<file path="config.mk">
export PLATFORM = sky130hd
export DESIGN_NAME = q_reg_sched
export DESIGN_NICKNAME = d
export VERILOG_FILES = /design/src/rtl/q_reg_sched.sv
export SDC_FILE = /design/constraint.sdc
export NUM_CORES = 1
export LEC_CHECK = 0
export CAP_MARGIN = 40
export CORE_ASPECT_RATIO = 0.7
export CORE_MARGIN = 1
export CORE_UTILIZATION = 31
export CTS_BUF_LIST = sky130_fd_sc_hd__clkbuf_8 sky130_fd_sc_hd__clkbuf_16
export CTS_CLUSTER_DIAMETER = 60
export DETAILED_ROUTE_END_ITERATION = 10
export GPL_ROUTABILITY_DRIVEN = 0
export GPL_TIMING_DRIVEN = 1
export PLACE_DENSITY_LB_ADDON = 0.12
export RECOVER_POWER = 100
export SYNTH_ARGS = -nofsm -noshare
export SYNTH_HDL_FRONTEND = slang
export SYNTH_SLANG_ARGS = --single-unit
</file>
<file path="constraint.sdc">
create_clock -name clk -period 3.3 [get_ports clk]
set_clock_uncertainty 0.2 [all_clocks]
set_input_delay 0.495 -clock clk [delete_from_list [all_inputs] [get_ports clk]]
set_output_delay 0.495 -clock clk [all_outputs]
set_load 0.02 [all_outputs]
</file>
<file path="src/rtl/q_reg_sched.sv">
// q_reg_sched: sequencer for the quotient-digit register/RAM writer.
// Packs digits MSB-first into UNROLLING-bit words, left-aligns the tail word.
//
// Ports:
//   clk, asyn_reset (async, active-low)
//   start, num_digits  - launch a division of num_digits digits (IDLE only)
//   stall              - freeze sequencing this cycle
//   enable, refresh    - write/shift enable, first digit of a new word
//   accum, counter     - word address, digit index
//   shift_cnt          - left-alignment shift during the flush cycle
//   busy, done         - in progress, one-cycle completion pulse
module q_reg_sched #(
    parameter int UNROLLING    = 64,
    parameter int ONLINE_DELAY = 3,
    parameter int ADDR_WIDTH   = 7
) (
    input  logic                  clk,
    input  logic                  asyn_reset,
    input  logic                  start,
    input  logic [10:0]           num_digits,
    input  logic                  stall,
    output logic                  enable,
    output logic                  refresh,
    output logic [ADDR_WIDTH-1:0] accum,
    output logic [10:0]           counter,
    output logic [10:0]           shift_cnt,
    output logic                  busy,
    output logic                  done
);

    localparam int LOG2U = $clog2(UNROLLING);
    localparam int DW    = (ONLINE_DELAY > 1) ? $clog2(ONLINE_DELAY) : 1;
    localparam logic [10:0]   UMASK = 11'(UNROLLING - 1);
    localparam logic [DW-1:0] DLAST =
        DW'((ONLINE_DELAY > 0) ? ONLINE_DELAY - 1 : 0);

    typedef enum logic [2:0] {
        S_IDLE,
        S_DELAY,
        S_RUN,
        S_FLUSH,
        S_DONE
    } state_t;

    state_t                  state_q, state_d;
    logic [DW-1:0]           dcnt_q, dcnt_d;
    logic [10:0]             n_q, n_d;
    logic                    enable_q, enable_d;
    logic                    refresh_q, refresh_d;
    logic [ADDR_WIDTH-1:0]   accum_q, accum_d;
    logic [10:0]             counter_q, counter_d;
    logic [10:0]             shift_q, shift_d;
    logic                    busy_q, busy_d;
    logic                    done_q, done_d;
    logic [10:0]             next_k;

    // Outputs are computed one edge ahead: state_q is the phase whose
    // outputs are currently visible, and the block below builds the next.
    always_comb begin
        state_d   = state_q;
        dcnt_d    = dcnt_q;
        n_d       = n_q;
        enable_d  = 1'b0;
        refresh_d = 1'b0;
        accum_d   = accum_q;
        counter_d = counter_q;
        shift_d   = shift_q;
        busy_d    = busy_q;
        done_d    = 1'b0;
        next_k    = counter_q + 11'd1;

        unique case (state_q)
            S_IDLE: begin
                accum_d   = '0;
                counter_d = '0;
                shift_d   = '0;
                busy_d    = 1'b0;
                if (start) begin
                    if (num_digits == 11'd0) begin
                        state_d = S_DONE;
                        done_d  = 1'b1;
                    end else begin
                        n_d    = num_digits;
                        dcnt_d = '0;
                        busy_d = 1'b1;
                        if (ONLINE_DELAY == 0) begin
                            state_d   = S_RUN;
                            enable_d  = 1'b1;
                            refresh_d = 1'b1;
                        end else begin
                            state_d = S_DELAY;
                        end
                    end
                end
            end
            S_DELAY: begin
                if (!stall) begin
                    if (dcnt_q == DLAST) begin
                        state_d   = S_RUN;
                        enable_d  = 1'b1;
                        refresh_d = 1'b1;
                        accum_d   = '0;
                        counter_d = '0;
                    end else begin
                        dcnt_d = dcnt_q + 1'b1;
                    end
                end
            end
            S_RUN: begin
                // A stalled cycle re-shows the last digit with enable low;
                // that digit was already written, so resume at counter+1.
                if (!stall) begin
                    enable_d = 1'b1;
                    if (counter_q == n_q - 11'd1) begin
                        state_d   = S_FLUSH;
                        counter_d = n_q;
                        // (U - N mod U) mod U == (-N) mod U
                        shift_d   = (11'd0 - n_q) & UMASK;
                    end else begin
                        counter_d = next_k;
                        refresh_d = ((next_k & UMASK) == 11'd0);
                        accum_d   = ADDR_WIDTH'(next_k >> LOG2U);
                    end
                end
            end
            S_FLUSH: begin
                if (!stall) begin
                    state_d   = S_DONE;
                    busy_d    = 1'b0;
                    done_d    = 1'b1;
                    accum_d   = '0;
                    counter_d = '0;
                    shift_d   = '0;
                end
            end
            S_DONE: begin
                state_d = S_IDLE;
                busy_d  = 1'b0;
            end
            default: begin
                state_d = S_IDLE;
            end
        endcase
    end

    always_ff @(posedge clk or negedge asyn_reset) begin
        if (!asyn_reset) begin
            state_q   <= S_IDLE;
            dcnt_q    <= '0;
            n_q       <= '0;
            enable_q  <= 1'b0;
            refresh_q <= 1'b0;
            accum_q   <= '0;
            counter_q <= '0;
            shift_q   <= '0;
            busy_q    <= 1'b0;
            done_q    <= 1'b0;
        end else begin
            state_q   <= state_d;
            dcnt_q    <= dcnt_d;
            n_q       <= n_d;
            enable_q  <= enable_d;
            refresh_q <= refresh_d;
            accum_q   <= accum_d;
            counter_q <= counter_d;
            shift_q   <= shift_d;
            busy_q    <= busy_d;
            done_q    <= done_d;
        end
    end

    assign enable    = enable_q;
    assign refresh   = refresh_q;
    assign accum     = accum_q;
    assign counter   = counter_q;
    assign shift_cnt = shift_q;
    assign busy      = busy_q;
    assign done      = done_q;

endmodule

</file>
## Word level (Yosys, flattened, before mapping)

Index checks and enable logic that the tools add are counted.

| word-level totals | value |
|---|---|
| output and inout bits | 33 |
| input bits | 15 |
| word-level logic and storage cells | 86 |
| flip-flop bits (word level) | 49 |

| operators by class | value |
|---|---|
| $add $sub $neg | 4 |
| reduce and logical (&&, ||, !) cells | 14 |
| equality and inequality tests | 15 |
| bitwise gates (word level) | 1 |
| multiplexer cells | 42 |

Operators by type and width:

| kind | number |
|---|---|
| 2-to-1 mux 11 bit | 7 |
| one-hot mux 11 bit (4 select lines) | 1 |
| 2-to-1 mux 7 bit | 5 |
| one-hot mux 11 bit (3 select lines) | 1 |
| one-hot mux 7 bit (4 select lines) | 1 |
| logical NOT 11 bit | 2 |
| 2-to-1 mux 3 bit | 7 |
| != test 2 bit, second input constant | 9 |
| one-hot mux 3 bit (4 select lines) | 1 |
| AND reduction 6 bit | 2 |
| adder 11 x 1 -> 11 bit, second input constant | 1 |
| equality test 11 bit | 1 |
| subtractor 11 x 1 -> 11 bit, second input constant | 1 |
| 2-to-1 mux 1 bit | 10 |
| AND reduction 5 bit | 2 |
| 2-to-1 mux 2 bit | 4 |
| equality test 3 x 2 -> 1 bit, second input constant | 2 |
| one-hot mux 1 bit (2 select lines) | 3 |
| nonzero test 3 bit | 2 |
| subtractor 1 x 6 -> 6 bit, first input constant | 1 |
| one-hot mux 2 bit (2 select lines) | 1 |
| AND reduction 4 bit | 1 |
| nonzero test 4 bit | 1 |
| equality test 3 x 1 -> 1 bit, second input constant | 1 |
| 9 further kinds | 9 |

## Logic depth before layout (Yosys ltp)

Gate-level depths: netlist (run 1).

| depth | value |
|---|---|
| depth in word-level cells | 5 |
| mapped depth | 11 |
| depth with buffers taken out | 9 |

## Worst setup path before layout (run 1)

Ideal clock, no wire load.

| path | value |
|---|---|
| path kind | reg2reg |
| from | register n_q[2] |
| to | register counter_q[3] (netlist: counter[3]) |
| setup slack | 241 ps |
| data required time | 2974 ps |
| path buffers | 3 |
| period minus slack after synthesis | 3059 ps |
| data arrival time | 2733 ps |
| library setup time | 126 ps |
| cell stages (with the launch flop) | 10 |
| cell sequence | dfrtp_1 -> buf_6 -> or4_1 -> buf_2 -> or4b_1 -> o2111a_1 -> a211o_1 -> or3_4 -> buf_6 -> a221o_1 |

| between the ends | value |
|---|---|
| longest elaborated chain between the ends | 5 |

RTL lines:

| element | line | text |
|---|---|---|
| start, declared | 47 | `logic [10:0] n_q, n_d;` |
| start signal, assigned | 161 | `n_q <= n_d;` |
| subtractor 11 x 1 -> 11 bit | 114 | `if (counter_q == n_q - 11'd1) begin` |
| equality test 11 bit | 114 |  |
| 2-to-1 mux 11 bit | 114 |  |
| 2-to-1 mux 11 bit | 112 | `if (!stall) begin` |
| one-hot mux 11 bit (4 select lines) | 72 | `unique case (state_q)` |
| end signal, assigned | 165 | `counter_q <= counter_d;` |
| end, declared | 51 | `logic [10:0] counter_q, counter_d;` |

No other way between the ends. The select of a mux whose other input is x is not followed.
A chain may end at the register's enable or synchronous reset.

## Worst setup path after layout (run 1)

| path | value |
|---|---|
| from | register n_q[0] |
| to | register shift_q[0] (netlist: shift_cnt[0]) |

| between the ends | value |
|---|---|
| longest elaborated chain between the ends | 4 |
| elaborated cells on any way between the ends | 8 |
| classes of those cells | add/sub: 2; eq/ne: 2; mux: 3; reduce/logical: 1 |

RTL lines:

| element | line | text |
|---|---|---|
| subtractor 11 x 1 -> 11 bit or subtractor 1 x 6 -> 6 bit (tied branches) | 114, 118 |  |
| equality test 11 bit or 2-to-1 mux 11 bit (tied branches) | 114 |  |
| != test 2 bit (no line) or 2-to-1 mux 11 bit (tied branches) | - |  |
| AND reduction 4 bit (no line) or one-hot mux 11 bit (3 select lines) (tied branches) | - |  |
| end signal, assigned | 166 | `shift_q <= shift_d;` |
| end, declared | 52 | `logic [10:0] shift_q, shift_d;` |

Several ways; a longest one is shown, not always the timed one. The select of a mux whose other input is x is not followed.

==> impl_metrics.py, run 1 <==
metrics = {
    "critical_path": {
        "path_cells": "or4_4 > or4b_1 > o2111a_1 > a211o_1 > or3_4 > a21o_1 > a22o_1",
        "worstSetupStartpointType": "flip-flop",
        "worst-path-buf-inv": 0,
        "endpoint_kind": "flip-flop",
        "crit_required_ps": 3280,
        "crit_arrival_ps": 3150,
        "cp_top_family": "simple AND/OR/NAND/NOR gates",
        "critPathMaxFanout": 9,
        "crit_slowest_cell": "or4_4",
        "critPathMaxStageDelay_ps": 590,
        "crit_type": "reg -> reg",
    },
    "sta": {
        "setup_tns_ps": 0,
        "hold_viol_final": 0,
        "finalSetupViolations": 0,
        "grt_setup_unrepaired": "false",
        "fmax_mhz": 315,
        "worst-slew-pin-transition_ps": 1260,
        "drv_slew": 0,
        "post-route-period-util": 0.962,
        "slew_headroom": 0.158,
        "fin_ws_ps": 125,
        "fin_crit_ps": 3180,
    },
    "logic_synthesis": {
        "ys_seq_area_frac": 0.394,
        "async_flop_share": 1.00,
        "synthCells": 294,
        "ys_top_cells_by_area": "dfrtp_1 39%, mux2_2 5.5%, nand2_1 4.9%",
        "ys_top_cells_by_count": "42 x dfrtp_1, 35 x nand2_1, 22 x nor2_1, 14 x clkbuf_1, 13 x mux2_2",
        "ys_types": 52,
        "synth_seq_cells": 42,
        "synth_top_area_cell": "dfrtp_1",
        "netlist_area_um2": 2670,
        "synth_ff_type": "dfrtp_1",
        "yosysWarnings": 0,
        "synth_edf_count": 0,
        "synth.avg_cell_area_um2": 9.08,
        "synth_top_area_frac": 0.394,
        "yosysMostFrequentCell": "dfrtp_1",
    },
    "clock_network": {
        "clock_sinks": 42,
        "clockBufferDepth": 2,
        "cts_root_buffer": "clkbuf_16",
        "cts_max_level": 2,
        "clk_pin_slew_ps": 60,
        "worst_skew_pair.late_latency_ps": 280,
        "cts_tree": "built",
        "cts_buffers": 5,
    },
    "floorplanning": {
        "die-area_um2": 8990,
        "core_area_um2": 8110,
        "io_pins": 48,
        "die_w_um": 113,
        "initial_core_util": 0.329,
        "die_y_um": 79.6,
        "fp-row-count": 27,
    },
    "grt": {
        "grt_pass1_wl_um": 11600,
        "grt_antenna_before_repair": 0,
        "first_global_vias": 2079,
        "grt_max_degree": 23,
        "grt-ovfl-total": 0,
        "track_usage": 0.169,
    },
    "routing": {
        "vias_per_cell": 5.09,
        "drcViolationCount": 0,
        "wire_per_inst_um": 16.5,
        "finalWirelength_um": 7140,
        "dr.pass1.iters": 4,
        "routed-via-count": 2206,
        "drtIter0Drc": 146,
        "postRouteAntennaNets": 0,
    },
    "run": {
        "drv_cap": 0,
    },
    "cells_and_area": {
        "stdcell_area_um2": 3280,
        "nets": 351,
        "fillers": 845,
        "drive_gt1_frac": 0.133,
        "seqCellArea_um2": 1050,
        "multi_input_area_um2": 1430,
        "syn2layout_area_growth_pct": 22.7,
        "diodes": 0,
    },
    "power": {
        "p_leak_uw": 0.00145,
        "powerDensity_nw_per_um2": 670,
        "vdd_ir_drop_max_uv": 284,
        "total_power_uw": 2200,
    },
    "place": {
        "place_area_um2": 3160,
        "port_buffers": 40,
        "hpwl_um": 5460,
        "preCtsSetupSlack_ps": 20.7,
    },
    "min_path": {
        "hold_path_class": "in -> async",
    },
    "outcome": {
        "status": "finished, final reports clean",
    },
}
[through the flow]
step | util | cells | hold slack (ps)
2_1_floorplan | - | 300 | -0.591
3_3_place_gp | 0.386 | 424 | 272
3_5_place_dp | 0.390 | 425 | 289
4_1_cts | 0.408 | 433 | 10.5
5_1_grt | 0.404 | 433 | 327
6_report | 0.404 | 433 | 219
[worst register-to-register path, cell delays in order (launching register included)]
cell and delay, ps:
dfrtp_1 430, or4_4 590, or4b_1 520, o2111a_1 150
a211o_1 260, or3_4 410, a21o_1 250, a22o_1 250
[worst paths after layout]
| path | start | to | slack, ps | cells past startpoint |
|---|---|---|---|---|
| min in group clk | dcnt_q[0] | dcnt_q[0] | 290 | 1 |
| hold / removal | asyn_reset | busy | 220 | 1 |
| max in group asynchronous | asyn_reset | counter[6] | 960 | 2 |
| setup / recovery | n_q[0] | shift_cnt[0] | 120 | 7 |
| setup reg to reg | n_q[0] | shift_cnt[0] | 120 | 7 |
| hold reg to reg | dcnt_q[0] | dcnt_q[0] | 290 | 1 |
[cells by family after synthesis]
| family | synth area share |
|---|---|
| compound gates | 0.167 |
| mux | 0.0624 |
| fa+ha+maj | 0.0234 |
| flops | 0.394 |
| simple gates | 0.209 |
| buf+inv | 0.0769 |
| xor+xnor | 0.0656 |
| other cells | 0.00141 |
[state kept, by name, summed over array words and instances (netlist names)]
signal and cells:
done 1, refresh 1, counter 11, state_q 3
shift_cnt 6, busy 1, dcnt_q 2, enable 1
accum 5, n_q 11
[final cells by class]
| cell class | instances | share of cell area |
|---|---|---|
| clock inverters | 2 | 0.00382 |
| multi-input cells | 219 | 0.436 |
| inverters | 11 | 0.0126 |
| well taps | 101 | 0.0386 |
| flip-flops and latches | 42 | 0.321 |
| repair buffers | 52 | 0.146 |
| clock buffers | 6 | 0.0424 |
[routing by layer]
layer | global-route usage | wire length [µm]
met5 | 0 | 0
met4 | 0.0316 | 40
met3 | 0.0326 | 313
met2 | 0.221 | 2710
met1 | 0.276 | 4070
[layout by cell type (no fill, tap or decap), drive strengths merged, types with 2 or more instances in the layout]
| cell type | instances |
|---|---|
| dfrtp | 42 |
| xnor2 | 11 |
| nand2b | 4 |
| nor4 | 4 |
| o211ai | 8 |
| a22o | 6 |
| buf | 10 |
| and3 | 3 |
| mux2 | 13 |
| xor2 | 9 |
| o22ai | 7 |
| inv | 11 |
| a211o | 3 |
| ha | 5 |
| a21o | 2 |
| nor2b | 3 |
| or2 | 3 |
| nor3 | 10 |
| o21ai | 10 |
| conb | 7 |
| or3 | 6 |
| clkdlybuf4s50 | 11 |
| nand2 | 35 |
| nand3 | 10 |
| nor2 | 23 |
| mux2i | 2 |
| a21oi | 11 |
| nand4 | 2 |
| or4 | 2 |
| a31oi | 4 |
| clkbuf | 9 |
| dlygate4sd3 | 28 |
| nor3b | 3 |
[power by group]
group / total (µW) / internal, µW / switching [µW] / leakage, µW
clock network: 507 / 300 / 207 / 0.0000729
registers: 803 / 623 / 180 / 0.000555
logic: 885 / 393 / 492 / 0.000819
[timing repair]
| action | 4_1_cts | 5_1_grt |
|---|---|---|
| endpoints found under the setup margin | 0 | 22 |
| buffers inserted | 0 | 0 |
| gates resized for setup | 0 | 2 |
| hold buffers | 0 | 0 |
Note: power is estimated with default switching activity, not from simulation.
==> inputs of run 2 (changes only) <==
--- a/config.mk
+++ b/config.mk
@@ -7,7 +7,7 @@
 export LEC_CHECK = 0
 export CAP_MARGIN = 40
 export CORE_ASPECT_RATIO = 0.7
-export CORE_MARGIN = 1
+export CORE_MARGIN = 2
 export CORE_UTILIZATION = 31
 export CTS_BUF_LIST = sky130_fd_sc_hd__clkbuf_8 sky130_fd_sc_hd__clkbuf_16
 export CTS_CLUSTER_DIAMETER = 60
==> constraint.sdc (replaced) <==
create_clock -name clk -period 3.4 [get_ports clk]
set_clock_uncertainty 0.2 [all_clocks]
set_input_delay 0.51 -clock clk [delete_from_list [all_inputs] [get_ports clk]]
set_output_delay 0.51 -clock clk [all_outputs]
set_load 0.02 [all_outputs]
==> impl_metrics.py, run 2 (synthesis results as in run 1) <==
metrics = {
    "cells_and_area": {
        "stdcell_area_um2": 3220,
        "drive_gt1_frac": 0.107,
        "fillers": 866,
        "nets": 348,
        "stdcell_count": 433,
        "syn2layout_area_growth_pct": 20.8,
        "final_common_cell": "dfrtp_1",
        "layout_common_cells": "42 x dfrtp_1, 35 x nand2_1, 28 x dlygate4sd3_1, 22 x nor2_1",
        "multi_input_area_um2": 1420,
        "seqCellArea_um2": 1050,
        "diodes": 0,
    },
    "sta": {
        "post-route-period-util": 0.956,
        "worst-slew-pin-transition_ps": 1290,
        "slew_headroom": 0.138,
        "drv_slew": 0,
        "hold_viol_final": 0,
        "holdWs_ps": 221,
        "fin_crit_ps": 3250,
        "setup_tns_ps": 0,
        "finalSetupViolations": 0,
        "grt_setup_unrepaired": "false",
        "fmax_mhz": 308,
    },
    "grt": {
        "track_usage": 0.162,
        "grt_max_degree": 24,
        "grt_antenna_before_repair": 0,
        "grt_pass1_wl_um": 11700,
        "first_global_vias": 2180,
        "grt-ovfl-total": 0,
    },
    "routing": {
        "wl_met3_um": 390,
        "wire_per_inst_um": 16.4,
        "drcViolationCount": 0,
        "finalWirelength_um": 7110,
        "routed-via-count": 2222,
        "dr.max_layer_used": "met4",
        "postRouteAntennaNets": 0,
        "drtIter0Drc": 115,
        "wl_met1_um": 3930,
        "dr.pass1.iters": 5,
        "vias_per_cell": 5.13,
        "met2_length_um": 2720,
    },
    "floorplanning": {
        "core_area_um2": 8410,
        "die_w_um": 115,
        "initial_core_util": 0.317,
        "die-area_um2": 9380,
        "fp-row-count": 28,
        "io_pins": 48,
        "die_y_um": 81.6,
    },
    "critical_path": {
        "endpoint_kind": "flip-flop",
        "reg2reg_slack_ps": 150,
        "critPathMaxFanout": 13,
        "crit_slowest_cell": "or4_4",
        "critPathMaxStageDelay_ps": 610,
        "crit_required_ps": 3360,
        "path_cells": "or4_4 > or4b_1 > o2111a_1 > a211o_1 > or3_4 > clkbuf_2 > mux2i_1 > o22ai_1",
        "crit_arrival_ps": 3200,
        "crit_type": "reg -> reg",
        "worstSetupStartpointType": "flip-flop",
    },
    "place": {
        "dpl.cell_count": 426,
        "hpwl_um": 5450,
        "place_area_um2": 3130,
        "port_buffers": 40,
    },
    "clock_network": {
        "clockBufferDepth": 2,
        "cts_buffers": 5,
        "clock_sinks": 42,
        "worst_skew_pair.late_latency_ps": 280,
        "clk_pin_slew_ps": 60,
        "cts_tree": "built",
        "cts_root_buffer": "clkbuf_16",
        "cts_max_level": 2,
        "cts_hold_buf": 0,
    },
    "power": {
        "p_sw_frac": 0.406,
        "p_comb_frac": 0.415,
        "p_int_uw": 1240,
        "p_seq_frac": 0.369,
        "p_clk_frac": 0.215,
        "powerDensity_nw_per_um2": 649,
        "p_leak_uw": 0.00142,
        "vdd_ir_drop_max_uv": 224,
        "p_sw_uw": 850,
    },
    "run": {
        "drv_cap": 0,
    },
    "min_path": {
        "hold_path_class": "in -> async",
    },
    "outcome": {
        "status": "finished, final reports clean",
    },
}
run 2: cell count changes in the layout (fill, tap and decap cells not counted), sizes merged:
cell      delta
clkinvlp     -1
inv          +2
clkbuf       +1
buf          -5
clkinv       -1
run 2: final cells by class:
type | instances | area share
clock buffers | 5 | 0.0388
flip-flops and latches | 42 | 0.326
repair buffers | 49 | 0.139
clock inverters | 2 | 0.00233
inverters | 11 | 0.0128
well taps | 105 | 0.0407
multi-input cells | 219 | 0.440
run 2: path summary, 6_finish.rpt:
| check | start | end | cells past startpoint |
|---|---|---|---|
| hold / removal | asyn_reset | dcnt_q[0] | 1 |
| setup / recovery | n_q[0] | counter[5] | 8 |
| min in group clk | dcnt_q[0] | dcnt_q[0] | 1 |
| max in group asynchronous | asyn_reset | shift_cnt[4] | 2 |
| setup reg to reg | n_q[0] | counter[5] | 8 |
| hold reg to reg | dcnt_q[0] | dcnt_q[0] | 1 |
run 2: timing repair:
action | 4_1_cts | 5_1_grt
gates resized for setup | 0 | 2
setup buffers | 0 | 0
endpoints found under the setup margin | 0 | 14
run 2: routing by layer:
metal  up-vias  track usage
met5         -            0
met4         0       0.0398
met3         8       0.0317
met2        60        0.220
met1      1062        0.256
li1       1092            -
run 2: power by group through the flow:
| stage | logic (µW) | registers [µW] | clock network [µW] |
|---|---|---|---|
| final | 869 | 772 | 451 |
| after global routing | 961 | 797 | 488 |
| after CTS | 874 | 771 | 463 |
| after detailed placement | 868 | 780 | 0 |
| after global placement | 870 | 778 | 0 |
| after floorplan | 660 | 720 | 0 |
run 2: worst max-delay path: cells and delay by family, from the launching register on:
kind                   cells  cell delay [ps]
multiplexers               1              180
buffers and inverters      1              240
AO/OA/AOI/OAI              3              490
flip-flops                 1              440
AND/OR/NAND/NOR            3             1570
run 2: per-stage QoR:
stage / worst slack [ps] / util / power, µW
global route: 57.4 / 0.383 / 2250
finish: 151 / 0.383 / 2090
CTS: 67.4 / 0.389 / 2110
floorplan: 341 / - / 1380
detailed placement: 64.3 / 0.373 / 1650
global placement: 180 / 0.370 / 1650
